File: src/rtl/divider_nb.sv
`default_nettype none
// ============================================================================
// Module   : divider_nb
// Purpose  : Sequential restoring divider. Produces an N-bit quotient and
//            remainder, one quotient bit per clock, under a START/BUSY/DONE
//            handshake. Unsigned or two's-complement (truncating) operation
//            is selected by SIGNED. Divide-by-zero is flagged and short-cut.
// Ports    : CLK   - rising-edge clock
//            CLR   - asynchronous active-high reset
//            START - request, sampled on a rising edge in IDLE or FIN
//            A, B  - dividend / divisor, captured on the accepting edge
//            BUSY  - high while the iteration is running
//            DONE  - one-cycle pulse; Q, R, DIV0 valid and held from here
//            DIV0  - last operation had B == 0
//            Q, R  - quotient / remainder registers
// Revision : 1.0 - initial release
// ============================================================================
module divider_nb #(
  parameter int N      = 8,
  parameter int SIGNED = 0
) (
  input  logic         CLK,
  input  logic         CLR,
  input  logic         START,
  input  logic [N-1:0] A,
  input  logic [N-1:0] B,
  output logic         BUSY,
  output logic         DONE,
  output logic         DIV0,
  output logic [N-1:0] Q,
  output logic [N-1:0] R
);

  localparam int CW = (N > 2) ? $clog2(N) : 1;
  localparam logic [CW-1:0] C_LAST = CW'(N - 1);

  typedef enum logic [1:0] {
    S_IDLE = 2'd0,
    S_CALC = 2'd1,
    S_FIN  = 2'd2
  } state_t;

  state_t        state_q, state_d;
  // Partial remainder. It always stays below |B| (< 2^N), so N bits hold it;
  // the extra bit needed for the trial subtraction lives in w_shift/w_trial.
  logic [N-1:0]  p_q, p_d;
  logic [N-1:0]  d_q, d_d;       // dividend shift register / quotient bits
  logic [N-1:0]  bmag_q, bmag_d; // divisor magnitude
  logic [CW-1:0] cnt_q, cnt_d;
  logic          qsign_q, qsign_d;
  logic          rsign_q, rsign_d;
  logic [N-1:0]  q_q, q_d;
  logic [N-1:0]  r_q, r_d;
  logic          div0_q, div0_d;

  logic          w_neg_a, w_neg_b;
  logic [N-1:0]  w_amag, w_bmag;
  logic [N:0]    w_shift, w_trial;
  logic          w_qbit;
  logic [N-1:0]  w_p_next, w_d_next;

  // Operand magnitudes; |-2^(N-1)| wraps to 2^(N-1), which is correct as unsigned.
  assign w_neg_a = (SIGNED != 0) && A[N-1];
  assign w_neg_b = (SIGNED != 0) && B[N-1];
  assign w_amag  = w_neg_a ? (-A) : A;
  assign w_bmag  = w_neg_b ? (-B) : B;

  // One restoring step. A borrow out of the (N+1)-bit subtraction means the
  // shifted remainder was smaller than the divisor.
  assign w_shift  = {p_q, d_q[N-1]};
  assign w_trial  = w_shift - {1'b0, bmag_q};
  assign w_qbit   = ~w_trial[N];
  assign w_p_next = w_qbit ? w_trial[N-1:0] : w_shift[N-1:0];
  assign w_d_next = {d_q[N-2:0], w_qbit};

  always_comb begin
    state_d = state_q;
    p_d     = p_q;
    d_d     = d_q;
    bmag_d  = bmag_q;
    cnt_d   = cnt_q;
    qsign_d = qsign_q;
    rsign_d = rsign_q;
    q_d     = q_q;
    r_d     = r_q;
    div0_d  = div0_q;

    case (state_q)
      S_IDLE, S_FIN: begin
        state_d = S_IDLE;
        if (START) begin
          p_d     = '0;
          d_d     = w_amag;
          bmag_d  = w_bmag;
          cnt_d   = '0;
          qsign_d = w_neg_a ^ w_neg_b;
          rsign_d = w_neg_a;
          if (B == '0) begin
            state_d = S_FIN;
            q_d     = '1;
            r_d     = A;
            div0_d  = 1'b1;
          end else begin
            state_d = S_CALC;
            div0_d  = 1'b0;
          end
        end
      end

      S_CALC: begin
        p_d   = w_p_next;
        d_d   = w_d_next;
        cnt_d = cnt_q + CW'(1);
        if (cnt_q == C_LAST) begin
          state_d = S_FIN;
          q_d     = qsign_q ? (-w_d_next) : w_d_next;
          r_d     = rsign_q ? (-w_p_next) : w_p_next;
        end
      end

      default: state_d = S_IDLE;
    endcase
  end

  always_ff @(posedge CLK or posedge CLR) begin
    if (CLR) begin
      state_q <= S_IDLE;
      p_q     <= '0;
      d_q     <= '0;
      bmag_q  <= '0;
      cnt_q   <= '0;
      qsign_q <= 1'b0;
      rsign_q <= 1'b0;
      q_q     <= '0;
      r_q     <= '0;
      div0_q  <= 1'b0;
    end else begin
      state_q <= state_d;
      p_q     <= p_d;
      d_q     <= d_d;
      bmag_q  <= bmag_d;
      cnt_q   <= cnt_d;
      qsign_q <= qsign_d;
      rsign_q <= rsign_d;
      q_q     <= q_d;
      r_q     <= r_d;
      div0_q  <= div0_d;
    end
  end

  assign BUSY = (state_q == S_CALC);
  assign DONE = (state_q == S_FIN);
  assign DIV0 = div0_q;
  assign Q    = q_q;
  assign R    = r_q;

endmodule
`default_nettype wire

File: config.mk
export PLATFORM = sky130hd
export DESIGN_NAME = divider_nb
export DESIGN_NICKNAME = d
export VERILOG_FILES = /design/src/rtl/divider_nb.sv
export SDC_FILE = /design/constraint.sdc
export NUM_CORES = 1
export LEC_CHECK = 0
export CAP_MARGIN = 15
export CORE_UTILIZATION = 58
export CTS_CLUSTER_DIAMETER = 120
export DETAILED_ROUTE_END_ITERATION = 8
export GPL_ROUTABILITY_DRIVEN = 0
export PLACE_DENSITY = 0.85
export SLEW_MARGIN = 10
export SYNTH_ARGS = -nofsm -noshare
export SYNTH_HDL_FRONTEND = slang
export SYNTH_SLANG_ARGS = --single-unit
File: constraint.sdc
create_clock -name CLK -period 7.65 [get_ports CLK]
set_clock_uncertainty 0.05 [all_clocks]
set_input_delay 1.53 -clock CLK [delete_from_list [all_inputs] [get_ports CLK]]
set_output_delay 1.53 -clock CLK [all_outputs]
set_load 0.02 [all_outputs]
**Yosys cells after proc, flatten, opt, wreduce, memory -nomap -nowiden**

Index checks and enable logic that the tools add are counted.

- Register bits after elaboration: 46
- Word-level logic and storage cells: 44

- Add/subtract/negate cells: 2
- Equal/unequal tests: 6
- Muxes and demuxes: 20
- Bitwise logic cells: 1
- Reduce and logical (&&, ||, !) cells: 7

Operators with widths:

| operator | count |
|---|---|
| $mux W8 | 9 |
| $pmux W8 S2 | 4 |
| $sub A9 B8 Y9 | 1 |
| $logic_not A8 Y1 | 1 |
| $mux W2 | 3 |
| $pmux W3 S2 | 1 |
| $ne A2 B2 Y1 const B | 2 |
| $pmux W2 S2 | 1 |
| $reduce_and A2 Y1 | 2 |
| $reduce_and A4 Y1 | 1 |
| $add A3 B1 Y3 const B | 1 |
| $eq A3 B3 Y1 const B | 1 |
| $mux W3 | 1 |
| $eq A2 B1 Y1 const B | 1 |
| $eq A2 B2 Y1 const B | 1 |
| $logic_not A2 Y1 | 1 |
| $ne A2 B1 Y1 const B | 1 |
| $reduce_bool A2 Y1 | 1 |
| $reduce_or A2 Y1 | 1 |
| $mux W1 | 1 |
| $not A1 Y1 | 1 |

**Logic depth before layout (Yosys ltp)**

- Word-level depth: 4
- Mapped depth: 10
- Depth with buffers taken out: 9

**Worst setup path after synthesis**

No wires, ideal clock.

- Path type: input port to flip-flop
- Start point: input B[4]
- End point: register r_q[3], in the netlist R[3]
- Setup time: 0.128 ns
- Arrival time: 2.899 ns
- Data required time: 7.472 ns
- Slack: 4.573 ns
- Cell stages on the path: 6
- Path buffers: 2
- Cell sequence: or4_1 or3_1 buf_2 buf_6 o21ai_0 a31oi_1

- Cells in the longest elaborated chain, start to end: 3

RTL lines:

| element | line | text |
|---|---|---|
| start, declared | 26 | `input logic [N-1:0] B,` |
| $logic_not A8 Y1 | 98 | `if (B == '0) begin` |
| $ne A2 B2 Y1 (no source line) | n/a |  |
| $reduce_and A4 Y1 (no source line) | n/a |  |
| end signal, assigned | 146 | `r_q <= r_d;` |
| end, declared | 53 | `logic [N-1:0] r_q, r_d;` |

No other way between the ends.
A chain may end at the register's enable or synchronous reset.

**Worst setup path in the final report**

- Start point: register state_q[1]
- End point: output BUSY

- Cells in the longest elaborated chain, start to end: 1

RTL lines:

| element | line | text |
|---|---|---|
| start, declared | 43 | `state_t state_q, state_d;` |
| start signal, assigned | 138 | `state_q <= state_d;` |
| $eq A2 B1 Y1 | 151 | `assign BUSY = (state_q == S_CALC);` |
| end, declared | 27 | `output logic BUSY,` |

No other way between the ends.

==> impl_metrics.py <==
metrics = {
    "timing": {
        "drv_slew": 0,
        "setup_ws_ns": 3.99,
        "worst_pin_slew_ns": 0.801,
        "finalCritPeriodShare_pct": 47.8,
        "tns_ns": 0,
        "finalCriticalPeriod_ns": 3.66,
        "hold_viol": 0,
        "rsz0062_at_grt": "no",
        "setup_viol": 0,
        "holdWs_ns": 0.428,
        "relSlewSlack_pct": 46.4,
        "fmax_ghz": 0.274,
    },
    "global_route": {
        "grt_max_degree": 47,
        "antenna_found_initial": 0,
        "grt_overflow": 0,
        "grt_pass1_vias": 1962,
        "grt.total_usage_pct": 27.8,
        "grt_pass1_wl_microns": 9090,
    },
    "detailed_routing": {
        "wire_per_inst_microns": 15.4,
        "drtIter0Drc": 250,
        "ant_nets": 0,
        "drt_first_pass_iters": 4,
        "drt-total-wl_microns": 5450,
        "vias": 2036,
        "drc": 0,
        "routed_via_density": 5.75,
    },
    "worst_setup_path": {
        "r2r_end": "R[1]",
        "endpoint": "BUSY",
        "worstSetupPathType": "flop to primary output",
        "cp.depth": 4,
        "reg2reg_from": "d_q[7]",
        "r2r_cells": 9,
        "crit_family": "buffers and inverters",
        "path_buf_inv": 3,
        "critPathSlowestCell": "clkdlybuf4s50_1",
        "crit_start": "state_q[1]",
        "critPathLaunchType": "flop",
        "critPathMaxStageDelay_ns": 0.69,
        "reg2reg_slack_ns": 4.65,
        "arrival_ns": 2.08,
        "crit_chain": "nand2b_1 -> buf_4 -> inv_1 -> clkdlybuf4s50_1",
        "cp-end-kind": "primary output",
        "path_max_fanout": 23,
        "worstPathRequired_ns": 6.07,
    },
    "cells_and_area": {
        "diodes": 0,
        "syn2layout_area_growth_pct": 19.3,
        "fill_cells": 295,
        "final_common_cell": "dfrtp_1",
        "nets": 333,
        "layout_common_cells": "dfrtp_1, nand2_1, clkdlybuf4s50_1",
        "layout-drive-gt1-share_pct": 5.92,
    },
    "synthesis": {
        "ys.flop_type": "dfrtp_1",
        "seq_area_frac_synth_pct": 47.2,
        "synth_area_sq_um": 2440,
        "synth-async-reset-ratio_pct": 100,
        "synth-seq-cells": 46,
        "synth_edf_count": 0,
        "synth_cell_types": 48,
        "synth_warnings": 0,
        "synth_top_area_share_pct": 47.2,
        "postSynthAreaPerCell_sq_um": 9.04,
        "synth_area_leaders": "dfrtp_1, nand2_1, ha_1",
        "synth_cells": 270,
        "syn-num-nets": 300,
        "yosysTopAreaCell": "dfrtp_1",
    },
    "cts": {
        "clk_pin_slew_ns": 0.08,
        "tritoncts": "built",
        "cts_max_level": 2,
        "postCtsSetupRepairBufs": 0,
        "cts_resized": 0,
        "hold_buffers": 0,
        "numCtsBuffers": 5,
        "clock_latency_ns": 0.30,
        "clkSinkCount": 46,
        "clock_path_buffers": 2,
        "clockRootBuffer": "clkbuf_8",
    },
    "placement": {
        "dp_hpwl_microns": 3880,
        "pre_cts_ws_ns": 3.89,
        "portBuffers": 37,
    },
    "die": {
        "initial_utilization_pct": 60.6,
        "dieWidth_microns": 66.9,
        "dieHeight_microns": 66.9,
        "die-area_sq_um": 4470,
        "ios": 38,
        "rows": 23,
        "core_area_sq_um": 4030,
    },
    "power_and_ir_drop": {
        "power.switching_uw": 675,
        "power_leakage_nw": 1.27,
        "p_int_uw": 800,
        "clock_power_share_pct": 9.9,
        "power_density_nw_per_um2": 507,
        "p_seq_share_pct": 29.3,
        "power_frac_comb_pct": 60.8,
        "switching_share_pct": 45.8,
        "worst_ir_drop_vdd_uv": 323,
    },
    "outcome": {
        "status": "finished clean",
    },
    "worst_hold_path": {
        "hold_class": "flop to flop",
    },
    "flow_run": {
        "cap_viol_max_count": 0,
    },
}
## logic make-up after synthesis
| family | count (synthesis) | share of synthesized area, % |
|---|---|---|
| XOR/XNOR | 3 | 1.08 |
| flip-flops | 46 | 47.2 |
| multiplexers | 6 | 2.72 |
| buffers and inverters | 29 | 5.18 |
| AO/OA/AOI/OAI | 72 | 18.5 |
| adder cells (fa/ha/maj) | 11 | 5.95 |
| AND/OR/NAND/NOR | 103 | 19.4 |
## synthesized netlist by cell type (3+ instances only)
cell	n
a211o_1	3
a21oi_1	14
a31oi_1	10
clkbuf_1	9
dfrtp_1	46
ha_1	10
inv_1	15
mux2i_1	4
nand2_1	42
nand2b_1	5
nand3_1	8
nand3b_1	3
nor2_1	29
o21ai_0	24
## how the worst min path moves through the flow
stage	start	slack, ns	to	depth (start not counted)
after floorplan	bmag_q[0]	0.40	bmag_q[0]	2
after global placement	DIV0	0.42	DIV0	2
after detailed placement	DIV0	0.41	DIV0	2
after CTS	DIV0	0.43	DIV0	2
after global routing	DIV0	0.46	DIV0	2
final	DIV0	0.43	DIV0	2
## flip-flops by register name (all words and copies together) (netlist names)
| signal | flops |
|---|---|
| p_q | 8 |
| d_q | 8 |
| R | 8 |
| Q | 8 |
| DIV0 | 1 |
| state_q | 2 |
| bmag_q | 8 |
| cnt_q | 3 |
## final cells by class
cell class / count / area (sq um) / share of cell area, %
Timing Repair Buffer: 40 / 393 / 13.5
Inverter: 15 / 56.3 / 1.93
Multi-Input combinational cell: 195 / 1160 / 39.9
Sequential cell: 46 / 1150 / 39.5
Clock inverter: 2 / 13.8 / 0.473
Clock buffer: 6 / 72.6 / 2.49
Tap cell: 50 / 62.6 / 2.15
## per-layer routing
layer	wire length (microns)	global-route usage (%)	share of wire (%)	up-vias
li1	-	-	-	1005
met1	2510	38.3	46	954
met2	2500	43.1	46	66
met3	337	5.65	6.2	11
met4	108	9.84	2.0	0
met5	0	0	0	-
## metrics by stage
stage / cells / total power [mW] / cell area (sq um) / utilization, %
2_1_floorplan: 270 / 1.08 / 2440 / -
3_3_place_gp: 346 / 1.29 / 2830 / 70.1
3_5_place_dp: 346 / 1.32 / 2830 / 70.1
4_1_cts: 354 / 1.47 / 2910 / 72.3
5_1_grt: 354 / 1.60 / 2910 / 72.3
6_report: 354 / 1.48 / 2910 / 72.3
## worst reg2reg max path, delay by kind of cell (launching register included)
family / cells / cell delay (ns)
buf+inv: 2 / 0.14
compound gates: 4 / 1.27
flops: 1 / 0.43
fa+ha+maj: 2 / 0.60
mux: 1 / 0.44
## power by group through the flow
stage | clock, mW | combinational (mW) | sequential [mW]
floorplan | 0 | 0.621 | 0.458
global placement | 0 | 0.856 | 0.431
detailed placement | 0 | 0.882 | 0.434
CTS | 0.150 | 0.887 | 0.430
global route | 0.159 | 1.00 | 0.444
finish | 0.146 | 0.897 | 0.432
Note: power is estimated with default switching activity, not from simulation.
